`src/rtl/clock_enable_divider_if.sv`:
```
// Configuration port of clock_enable_divider: divisor write handshake plus
// the error pulse for writes aimed at a channel that does not exist.
interface clock_enable_divider_if #(
   parameter int unsigned WIDTH = 27
) ();
   logic             cfg_valid;
   logic             cfg_ready;
   logic [3:0]       cfg_chan;
   logic [WIDTH-1:0] cfg_div;
   logic             cfg_err;

   modport master (
      output cfg_valid,
      output cfg_chan,
      output cfg_div,
      input  cfg_ready,
      input  cfg_err
   );

   modport slave (
      input  cfg_valid,
      input  cfg_chan,
      input  cfg_div,
      output cfg_ready,
      output cfg_err
   );
endinterface

```
`src/rtl/clock_enable_divider.sv`:
```
// Multi-channel synchronous rate generator: per-channel tick enable and square
// wave in the clock domain, with divisors swapped glitch-free at period wrap.
module clock_enable_divider #(
   parameter int unsigned      CHANNELS    = 3,
   parameter int unsigned      WIDTH       = 27,
   parameter logic [WIDTH-1:0] DEFAULT_DIV = WIDTH'(32'd16777216)
) (
   input  logic                  clock,
   input  logic                  reset,
   input  logic                  en,
   input  logic                  sync_clear,
   clock_enable_divider_if.slave cfg,
   output logic [CHANNELS-1:0]   tick,
   output logic [CHANNELS-1:0]   level
);
   localparam logic [WIDTH-1:0] ZERO = {WIDTH{1'b0}};
   localparam logic [WIDTH-1:0] ONE  = {{(WIDTH-1){1'b0}}, 1'b1};

   logic [WIDTH-1:0]    cnt_r     [CHANNELS];
   logic [WIDTH-1:0]    div_r     [CHANNELS];
   logic [WIDTH-1:0]    pend_r    [CHANNELS];
   logic [CHANNELS-1:0] pf_r;
   logic [CHANNELS-1:0] tick_r;
   logic [CHANNELS-1:0] level_r;
   logic                cfg_err_r;

   logic [WIDTH-1:0]    cnt_nx_s  [CHANNELS];
   logic [WIDTH-1:0]    div_nx_s  [CHANNELS];
   logic [WIDTH-1:0]    pend_nx_s [CHANNELS];
   logic [WIDTH-1:0]    eff_s     [CHANNELS];
   logic [WIDTH-1:0]    eff_nx_s  [CHANNELS];
   logic [CHANNELS-1:0] pf_nx_s;
   logic [CHANNELS-1:0] tick_nx_s;
   logic [CHANNELS-1:0] level_nx_s;
   logic [CHANNELS-1:0] wrap_s;
   logic [CHANNELS-1:0] apply_s;
   logic [CHANNELS-1:0] sel_s;
   logic [CHANNELS-1:0] wr_s;
   logic                chan_valid_s;
   logic                cfg_ready_s;
   logic                accept_s;
   logic                cfg_err_nx_s;

   // A divisor of zero behaves like one so e-1 never underflows.
   function automatic logic [WIDTH-1:0] eff_div(input logic [WIDTH-1:0] d);
      return (d == ZERO) ? ONE : d;
   endfunction

   // Write handshake: an out-of-range channel has no selected bit, so it is always ready.
   always_comb begin
      sel_s = {CHANNELS{1'b0}};
      for (int i = 0; i < CHANNELS; i++) begin
         sel_s[i] = (cfg.cfg_chan == 4'(i));
      end
      chan_valid_s = |sel_s;
      cfg_ready_s  = ~|(sel_s & pf_r);
      accept_s     = cfg.cfg_valid & cfg_ready_s;
      wr_s         = accept_s ? sel_s : {CHANNELS{1'b0}};
      cfg_err_nx_s = accept_s & ~chan_valid_s;
   end

   // Per-channel next state; a new write lands after any swap so it waits for the next wrap.
   always_comb begin
      for (int i = 0; i < CHANNELS; i++) begin
         eff_s[i]     = eff_div(div_r[i]);
         wrap_s[i]    = (cnt_r[i] == (eff_s[i] - ONE));
         apply_s[i]   = pf_r[i] & (sync_clear | (en & wrap_s[i]));
         div_nx_s[i]  = apply_s[i] ? pend_r[i] : div_r[i];
         eff_nx_s[i]  = eff_div(div_nx_s[i]);
         pend_nx_s[i] = wr_s[i] ? cfg.cfg_div : pend_r[i];
         pf_nx_s[i]   = wr_s[i] | (pf_r[i] & ~apply_s[i]);
         if (sync_clear) begin
            cnt_nx_s[i]   = ZERO;
            tick_nx_s[i]  = 1'b0;
            level_nx_s[i] = (eff_nx_s[i] == ONE);
         end else if (en) begin
            if (wrap_s[i]) begin
               cnt_nx_s[i]  = ZERO;
               tick_nx_s[i] = 1'b1;
            end else begin
               cnt_nx_s[i]  = cnt_r[i] + ONE;
               tick_nx_s[i] = 1'b0;
            end
            level_nx_s[i] = (cnt_nx_s[i] >= (eff_nx_s[i] >> 1));
         end else begin
            cnt_nx_s[i]   = cnt_r[i];
            tick_nx_s[i]  = 1'b0;
            level_nx_s[i] = level_r[i];
         end
      end
   end

   // State registers; reset discards counts and any pending divisor.
   always_ff @(posedge clock) begin
      if (reset) begin
         for (int i = 0; i < CHANNELS; i++) begin
            cnt_r[i]  <= ZERO;
            div_r[i]  <= DEFAULT_DIV << i;
            pend_r[i] <= ZERO;
         end
         pf_r      <= {CHANNELS{1'b0}};
         tick_r    <= {CHANNELS{1'b0}};
         level_r   <= {CHANNELS{1'b0}};
         cfg_err_r <= 1'b0;
      end else begin
         for (int i = 0; i < CHANNELS; i++) begin
            cnt_r[i]  <= cnt_nx_s[i];
            div_r[i]  <= div_nx_s[i];
            pend_r[i] <= pend_nx_s[i];
         end
         pf_r      <= pf_nx_s;
         tick_r    <= tick_nx_s;
         level_r   <= level_nx_s;
         cfg_err_r <= cfg_err_nx_s;
      end
   end

   assign tick          = tick_r;
   assign level         = level_r;
   assign cfg.cfg_ready = cfg_ready_s;
   assign cfg.cfg_err   = cfg_err_r;
endmodule

```
`src/flat_wrapper.sv`:
```
// flat-port wrapper written by rule: the top's interface ports become plain ports
module clock_enable_divider_flat 
#(
   parameter int unsigned      CHANNELS    = 3,
   parameter int unsigned      WIDTH       = 27,
   parameter logic [WIDTH-1:0] DEFAULT_DIV = WIDTH'(32'd16777216)
)
  (clock, reset, en, sync_clear, tick, level, cfg_cfg_valid, cfg_cfg_chan, cfg_cfg_div, cfg_cfg_ready, cfg_cfg_err);
  clock_enable_divider_if #(.WIDTH(WIDTH)) cfg_i ();
  input  logic clock;
  input  logic reset;
  input  logic en;
  input  logic sync_clear;
  output logic [CHANNELS-1:0] tick;
  output logic [CHANNELS-1:0] level;
  input wire logic [$bits(cfg_i.cfg_valid)-1:0] cfg_cfg_valid;
  input wire logic [$bits(cfg_i.cfg_chan)-1:0] cfg_cfg_chan;
  input wire logic [$bits(cfg_i.cfg_div)-1:0] cfg_cfg_div;
  output wire logic [$bits(cfg_i.cfg_ready)-1:0] cfg_cfg_ready;
  output wire logic [$bits(cfg_i.cfg_err)-1:0] cfg_cfg_err;
  assign cfg_i.cfg_valid = cfg_cfg_valid;
  assign cfg_i.cfg_chan = cfg_cfg_chan;
  assign cfg_i.cfg_div = cfg_cfg_div;
  assign cfg_cfg_ready = cfg_i.cfg_ready;
  assign cfg_cfg_err = cfg_i.cfg_err;
  clock_enable_divider #(.CHANNELS(CHANNELS), .WIDTH(WIDTH), .DEFAULT_DIV(DEFAULT_DIV)) u_core (.clock(clock), .reset(reset), .en(en), .sync_clear(sync_clear), .cfg(cfg_i), .tick(tick), .level(level));
endmodule
```
`config.mk`:
```
export PLATFORM = sky130hd
export DESIGN_NAME = clock_enable_divider_flat
export DESIGN_NICKNAME = d
export VERILOG_FILES = /design/src/rtl/clock_enable_divider_if.sv /design/src/rtl/clock_enable_divider.sv /design/src/flat_wrapper.sv
export SDC_FILE = /design/constraint.sdc
export NUM_CORES = 1
export LEC_CHECK = 0
export ABC_CLOCK_PERIOD_IN_PS = 6600
export CORE_ASPECT_RATIO = 1.4
export CORE_MARGIN = 8
export CORE_UTILIZATION = 40
export DETAILED_ROUTE_END_ITERATION = 12
export GPL_ROUTABILITY_DRIVEN = 0
export GPL_TIMING_DRIVEN = 0
export PLACE_DENSITY = 0.64
export SLEW_MARGIN = 20
export SYNTH_ARGS = -nofsm -noshare
export SYNTH_HDL_FRONTEND = slang
export SYNTH_SLANG_ARGS = --single-unit
```
`constraint.sdc`:
```
create_clock -name clock -period 6.6 [get_ports clock]
set_clock_uncertainty 0.15 [all_clocks]
set_input_delay 1.32 -clock clock [delete_from_list [all_inputs] [get_ports clock]]
set_output_delay 1.32 -clock clock [all_outputs]
set_load 0.005 [all_outputs]
```
# After elaboration in Yosys (flattened, before gate mapping)
# Memory sizes are Yosys's and may differ from the RTL's.
# Index checks and enable logic that the tools add are counted.
dict set report totals {
  memories 3
  out_inout_bits 8
  ram_bits 243
  input_bits 36
  wordCells 117
  ff_bits 10
}
# name depth word_bits rd rd_ports_with_merged_regs write_ports line_no
set memory_table {}
lappend memory_table {u_core.cnt_r 3 27 3 0 3 clock_enable_divider.sv:19} ;# logic [WIDTH-1:0] cnt_r [CHANNELS];
lappend memory_table {u_core.div_r 3 27 3 0 3 clock_enable_divider.sv:20} ;# logic [WIDTH-1:0] div_r [CHANNELS];
lappend memory_table {u_core.pend_r 3 27 3 0 3 clock_enable_divider.sv:21} ;# logic [WIDTH-1:0] pend_r [CHANNELS];
dict set report classes {
  n_addsub 6
  n_reduce_logical 12
  n_mux 49
  n_bitwise 32
  n_eq_ne 8
  order_cmp 3
}
# operator n
set op_table {}
lappend op_table {{27-bit two-way mux} 36}
lappend op_table {{27-bit logical NOT} 6}
lappend op_table {{27-bit by 1-bit adder with 27-bit output (second input constant)} 3}
lappend op_table {{27-bit by 1-bit equality test with 1-bit output (second input constant)} 3}
lappend op_table {{27-bit equality test} 3}
lappend op_table {{27-bit by 26-bit greater-or-equal comparator with 1-bit output} 3}
lappend op_table {{27-bit by 1-bit subtractor with 27-bit output (second input constant)} 3}
lappend op_table {{1-bit bitwise OR} 15}
lappend op_table {{1-bit two-way mux} 12}
lappend op_table {{1-bit AND} 11}
lappend op_table {{3-bit OR reduction} 3}
lappend op_table {{1-bit inverter} 5}
lappend op_table {{4-bit by 1-bit equality test with 1-bit output (second input constant)} 1}
lappend op_table {{4-bit by 2-bit equality test with 1-bit output (second input constant)} 1}
lappend op_table {{4-bit logical NOT} 1}
lappend op_table {{3-bit AND} 1}
lappend op_table {{3-bit two-way mux} 1}
lappend op_table {{2-bit nonzero test} 1}
lappend op_table {{1-bit logical NOT} 1}

# Depth between registers and ports, before layout
# Gate-level depths: netlist of the first run.
dict set report logic_depth {
  ltp_word 13
  depth_mapped 28
  ltp_nobuf 23
}

# Worst setup path after synthesis of the first run
# No wires, ideal clock.
dict set report synth_timing {
  kind {register -> register}
  from {mem u_core.div_r[2][2], in the netlist u_core.div_r[0][56]}
  to {reg u_core.level_r[2], in the netlist u_core.level[2]}
  slack_ns 0.535
  setup_ns 0.115
  t_arrival_ns 5.800
  t_required_ns 6.335
  n_path_buf 4
  period_less_slack_ns 6.065
  path_stages_with_launch 28
  path_cell_list {dfxtp_1 clkbuf_1 or4_1 or4_1 nor2_1 nor2_1 ha_1 nor3b_1 nand3_1 clkbuf_1 nor4_1 xnor2_1 nor4_1 o2111a_1 and3_1 clkbuf_1 buf_1 nor2_1 ha_1 a21o_1 a21o_1 a21o_1 a21oi_1 nor2b_1 o31a_1 o41ai_1 a31oi_1 o21a_1}
}
# element line_no
set synth_lines {}
lappend synth_lines {{start, declared} clock_enable_divider.sv:20}
lappend synth_lines {{end signal, assigned} clock_enable_divider.sv:103} ;# level_r <= {CHANNELS{1'b0}};
lappend synth_lines {{end signal, assigned} clock_enable_divider.sv:113} ;# level_r <= level_nx_s;
lappend synth_lines {{end, declared} clock_enable_divider.sv:24} ;# logic [CHANNELS-1:0] level_r;

==> flow_summary.yaml, run 1 <==
clocking:
  cts_hold_buf: 0
  tritoncts: "done"
  clk_pin_slew_ns: 0.07
  clkLatencyLatePin_ns: 0.59
  cts_buffers: 27
  numClockSinks: 253
  htree_num_levels: 1
  cts_buffer_depth: 3
  cts-root-buf: "clkbuf_16"
placed_design:
  hpwl_um: 43700
  portBuffers: 40
  placed_cell_area_um2: 17400
final_layout:
  drive_above_1_share_pct: 6.91
  finalInstanceArea_um2: 18700
  final_cell_mix: "nor2_1 (276), dfxtp_1 (251), nand2_1 (214)"
  mostFrequentLayoutCell: "nor2_1"
  area_delta_synth_final_pct: 14.4
  antenna_cells: 0
  final_nets: 2271
synthesis:
  synth-edff-count: 0
  synthArstFlopShare_pct: 0
  synthesis.nets: 2198
  ys_warn_count: 0
  yosysUniqueCellTypes: 77
  synth_area_leader_cell: "dfxtp_1"
  synth-seq-area-share_pct: 30.9
  syn_inst: 2078
  synth-main-ff-cell: "dfxtp_1"
  synthTopCellsByArea: "dfxtp_1 (31%), mux2i_1 (7.0%), ha_1 (6.4%)"
  syn_avg_cell_area_um2: 7.88
  syn_area_um2: 16400
  synth_top_area_share_pct: 30.9
  ys_ff_latch: 253
worst_setup_path:
  startpoint_type: "flop"
  startpoint: "u_core.div_r[0][45]"
  crit_path_end_kind: "flop"
  endpoint: "u_core.level[1]"
  r2r_cells: 27
  regToRegStartpoint: "u_core.div_r[0][45]"
  path_max_fanout: 10
  cp.arrival_ns: 6.68
  path_class: "reg -> reg"
  r2r-end: "u_core.level[1]"
  cp.required_ns: 6.90
  ff2ff_setup_slack_ns: 0.22
grt:
  grt_pass1_vias: 15700
  grt_pass1_wl_um: 87400
  antenna_found_initial: 0
  grt_util_all_layers_pct: 22.7
  grt_overflow: 0
  grt_start_max_net_pins: 15
  grt_use_met1_pct: 24.2
  met3_usage_pct: 2.59
  grt-busiest-layer: "met2"
  grt_util_met2_pct: 40.3
sta:
  tightest_slew_ns: 1.15
  period_share_pct: 96.7
  finalSetupViolCount: 0
  fmax_mhz: 157
  slew_headroom_pct: 23.6
  timing_hold_violations_final: 0
  fin_hold_ws_ns: 0.320
  drv_slew: 0
  min_period_ns: 6.38
floorplanning:
  fp.dieW_um: 187
  die_area_um2: 47800
  die_h_um: 255
  ios: 44
  initial_utilization_pct: 40.5
  fp.coreArea_um2: 40400
  rows: 87
route:
  wl_per_cell_um: 20.9
  drc: 0
  via_per_inst: 5.84
  postRouteWirelength_um: 56500
  vias: 15800
  drt_iter0_drc: 1014
  postRouteAntennaNets: 0
  drt-pass1-iter-count: 5
power_and_ir_drop:
  power_leakage_nw: 7.61
  vdd_drop_max_uv: 214
  cellPowerDensity_nw_per_um2: 181
  finalPower_w: 0.00338
run_status:
  status: "completed"
hold_path:
  hp-class: "reg -> reg"
flow_run:
  drv_cap: 0
## sequential cells by signal, summed over array words and instances, names as in the netlist
register / flops
u_core.pend_r: 81
u_core.cfg.cfg_err: 1
u_core.tick: 3
u_core.div_r: 81
u_core.level: 3
u_core.pf_r: 3
u_core.cnt_r: 81
## what timing repair did
action / CTS / global route
endpoints found under the setup margin: 3 / 3
pin swaps: 4 / 8
resized for setup: 39 / 29
setup buffers: 5 / 5
## kinds of logic (layout without fill, tap and decap cells)
| family | count (synthesis) | after routing | synth area share (%) |
|---|---|---|---|
| mux | 121 | 121 | 7.45 |
| buf+inv | 168 | 260 | 4.24 |
| simple gates | 955 | 955 | 28.7 |
| fa+ha+maj | 84 | 84 | 6.42 |
| xor+xnor | 175 | 175 | 9.36 |
| compound gates | 322 | 322 | 12.9 |
| flops | 253 | 253 | 30.9 |
## synthesized netlist by cell type, types with 16 or more instances
library cell	number
a21oi_1	100
a31oi_1	16
and2_1	20
and3_1	25
clkbuf_1	124
dfxtp_1	253
ha_1	84
inv_1	24
mux2i_1	114
nand2_1	215
nand2b_1	16
nand3_1	103
nand4_1	36
nor2_1	277
nor2b_1	24
nor3_1	64
nor4_1	55
o21ai_0	52
o31ai_1	25
or3_1	22
or4_1	26
xnor2_1	94
xor2_1	81
## stage by stage
step                worst slack (ns)  setup TNS (ns)  utilization (%)  instances
global placement              -0.939           -2.52             43.2       2652
detailed placement             -1.02           -2.66             43.2       2652
global route                 -0.0117         -0.0117             46.4       2704
finish                         0.219               0             46.4       2704
CTS                           0.0243               0             46.0       2703
floorplan                      0.535               0                -       2078
## worst max-delay path, stage by stage (launching register included)
cell      delay (ns)
dfxtp_1         0.37
or4_4           0.59
nor4_4          0.28
buf_6           0.14
and3b_1         0.17
nor2_1          0.05
ha_1            0.23
nor2b_1         0.18
nand2_1         0.14
nor3_1          0.07
mux2_2          0.27
or4_1           0.50
or4_1           0.51
buf_2           0.18
o31ai_2         0.24
buf_6           0.15
buf_12          0.12
buf_12          0.14
mux2i_1         0.27
ha_1            0.29
a21o_1          0.17
a21o_1          0.18
a21oi_1         0.17
o21ai_0         0.12
nor2_1          0.14
o21ai_1         0.12
a21oi_1         0.14
o311ai_0        0.13
## cell type report
type	count	area [um^2]
Buffer	138	621
Clock buffer	32	724
Clock inverter	16	214
Fill cell	3982	21700
Inverter	24	90.1
Multi-Input combinational cell	1657	10900
Sequential cell	253	5070
Tap cell	534	668
Timing Repair Buffer	50	488
## power breakdown
| group | total [W] | switching (W) | internal (W) |
|---|---|---|---|
| clock network | 0.00165 | 0.000702 | 0.000946 |
| registers | 0.00155 | 0.0000136 | 0.00154 |
| logic | 0.000187 | 0.000128 | 0.0000583 |
| total | 0.00338 | 0.000844 | 0.00254 |
## how the worst min path moves through the flow
| stage | cells past startpoint | from | end | slack (ns) |
|---|---|---|---|---|
| 5_1_grt | 2 | u_core.pend_r[0][0] | u_core.pend_r[0][0] | 0.36 |
| 4_1_cts | 2 | u_core.pend_r[0][27] | u_core.pend_r[0][27] | 0.32 |
| 2_1_floorplan | 2 | u_core.pend_r[0][0] | u_core.pend_r[0][0] | 0.29 |
| 3_3_place_gp | 2 | u_core.pend_r[0][0] | u_core.pend_r[0][0] | 0.30 |
| 3_5_place_dp | 2 | u_core.pend_r[0][27] | u_core.pend_r[0][27] | 0.31 |
| 6_report | 2 | u_core.pend_r[0][27] | u_core.pend_r[0][27] | 0.32 |
## per-layer routing
| layer | routed length [um] | vias up |
|---|---|---|
| li1 | - | 7551 |
| met1 | 21700 | 7565 |
| met2 | 27800 | 463 |
| met3 | 2270 | 208 |
| met4 | 4720 | 0 |
| met5 | 0 | - |
Note: power is estimated with default switching activity, not from simulation.
==> inputs of run 2 (changes only) <==
- GPL_ROUTABILITY_DRIVEN: 0 -> not set
==> run 2 against run 1 <==
  * Sequential power about the same
  * Register-to-register slack improved by 0.04 ns
  * Combinational power about the same
  * Wire length increased by 0.44%
  * Non-clock buffer count increased by 7
  * Setup slack improved by 0.042 ns
  * Via count about the same
  * Highest routed layer unchanged
==> flow_summary.yaml, run 2 (synthesis gave the netlist of run 1 again) <==
run_status:
  status: "completed"
final_layout:
  final_nets: 2278
  largestRegisters: "u_core.cnt_r (81), u_core.div_r (81), u_core.pend_r (81)"
  final_cell_mix: "nor2_1 (275), dfxtp_1 (249), nand2_1 (213)"
  finalInstanceArea_um2: 18800
  drive_above_1_share_pct: 7.21
  final_util_pct: 46.5
  area_delta_synth_final_pct: 14.7
  antenna_cells: 0
  mostFrequentLayoutCell: "nor2_1"
route:
  postRouteAntennaNets: 0
  drt-pass1-iter-count: 5
  vias: 15800
  drt_iter0_drc: 1178
  via_per_inst: 5.83
  wl_per_cell_um: 20.9
  postRouteWirelength_um: 56700
  drc: 0
worst_setup_path:
  cp.arrival_ns: 6.64
  path_class: "reg -> reg"
  startpoint: "u_core.div_r[0][48]"
  crit_path_end_kind: "flop"
  cp.required_ns: 6.90
  regToRegStartpoint: "u_core.div_r[0][48]"
  startpoint_type: "flop"
  path_max_fanout: 10
sta:
  setup-tns-final_ns: 0
  period_share_pct: 96.0
  min_period_ns: 6.34
  tightest_slew_ns: 1.04
  fin_hold_ws_ns: 0.324
  fmax_mhz: 158
  timing_hold_violations_final: 0
  rsz0062_at_grt: "yes"
  slew_headroom_pct: 30.1
  drv_slew: 0
  finalSetupViolCount: 0
floorplanning:
  fp.coreArea_um2: 40400
  fp.dieW_um: 187
  die_area_um2: 47800
  initial_utilization_pct: 40.5
  die_h_um: 255
  rows: 87
  ios: 44
placed_design:
  place_congestion: 0.984
  placed_cell_area_um2: 17400
  hpwl_um: 44400
  portBuffers: 40
grt:
  grt_util_all_layers_pct: 22.8
  grt_overflow: 0
  grt_pass1_wl_um: 87300
  antenna_found_initial: 0
  grt_pass1_vias: 15700
  grt_start_max_net_pins: 15
clocking:
  cts_hold_buf: 0
  numClockSinks: 253
  htree_num_levels: 1
  tritoncts: "done"
  cts-root-buf: "clkbuf_16"
  cts_buffers: 27
  clkLatencyLatePin_ns: 0.59
  cts_buffer_depth: 3
  clk_pin_slew_ns: 0.07
power_and_ir_drop:
  finalPower_w: 0.00344
  vdd_drop_max_uv: 205
  power_leakage_nw: 7.67
  cellPowerDensity_nw_per_um2: 183
hold_path:
  hp-class: "reg -> reg"
  hp-start: "u_core.pend_r[0][25]"
flow_run:
  drv_cap: 0
## run 2: critical path, stage by stage (launching register included)
cell	delay (ns)
dfxtp_1	0.35
or4_4	0.60
nor4_4	0.27
buf_6	0.17
and3b_1	0.18
nor2_1	0.05
ha_1	0.24
nor2b_2	0.20
nand2_2	0.11
nor3_1	0.06
mux2_2	0.26
or4_1	0.51
or4_1	0.52
clkbuf_4	0.19
o31ai_2	0.25
buf_6	0.16
buf_4	0.13
buf_12	0.15
mux2i_2	0.30
ha_4	0.27
nand4_1	0.09
nand3b_1	0.08
a21o_1	0.17
a21o_1	0.20
a21oi_4	0.16
o21ai_1	0.13
a21oi_1	0.14
o311ai_0	0.13
## run 2: worst paths after layout
path / end / slack (ns) / cells past startpoint
setup / recovery: u_core.level[1] / 0.26 / 27
hold / removal: u_core.pend_r[0][25] / 0.32 / 2
setup reg to reg: u_core.level[1] / 0.26 / 27
hold reg to reg: u_core.pend_r[0][25] / 0.32 / 2
## run 2: area by class of cell
cell class,count,area [um^2]
plain buffers,139,619
flip-flops and latches,253,5070
well taps,534,668
multi-input cells,1657,10800
inverters,24,90.1
clock inverters,14,244
fillers,3978,21600
clock buffers,34,732
repair buffers,56,520
## run 2: stage by stage
step                worst slack [ns]  instances
detailed placement            -0.992       2652
global placement              -0.965       2652
global route                 -0.0442       2711
floorplan                      0.535       2078
CTS                          0.00135       2705
finish                         0.261       2711
## run 2: power by group
group / switching [W] / internal [W] / total (W)
clock: 0.000684 / 0.00102 / 0.00171
combinational: 0.000126 / 0.0000586 / 0.000185
sequential: 0.0000132 / 0.00154 / 0.00155
## run 2: layer usage
layer	part of all wire, %	GRT usage (%)	routed length [um]
met1	38	24.6	21800
met4	7.5	16.2	4240
met5	0	0	0
met3	4.2	2.44	2400
met2	50	41.1	28300
## run 2: timing repair
| action | CTS | global route |
|---|---|---|
| endpoints found under the setup margin | 3 | 3 |
| gates resized for setup | 34 | 34 |
| pin swaps | 4 | 5 |
| buffers inserted | 7 | 9 |
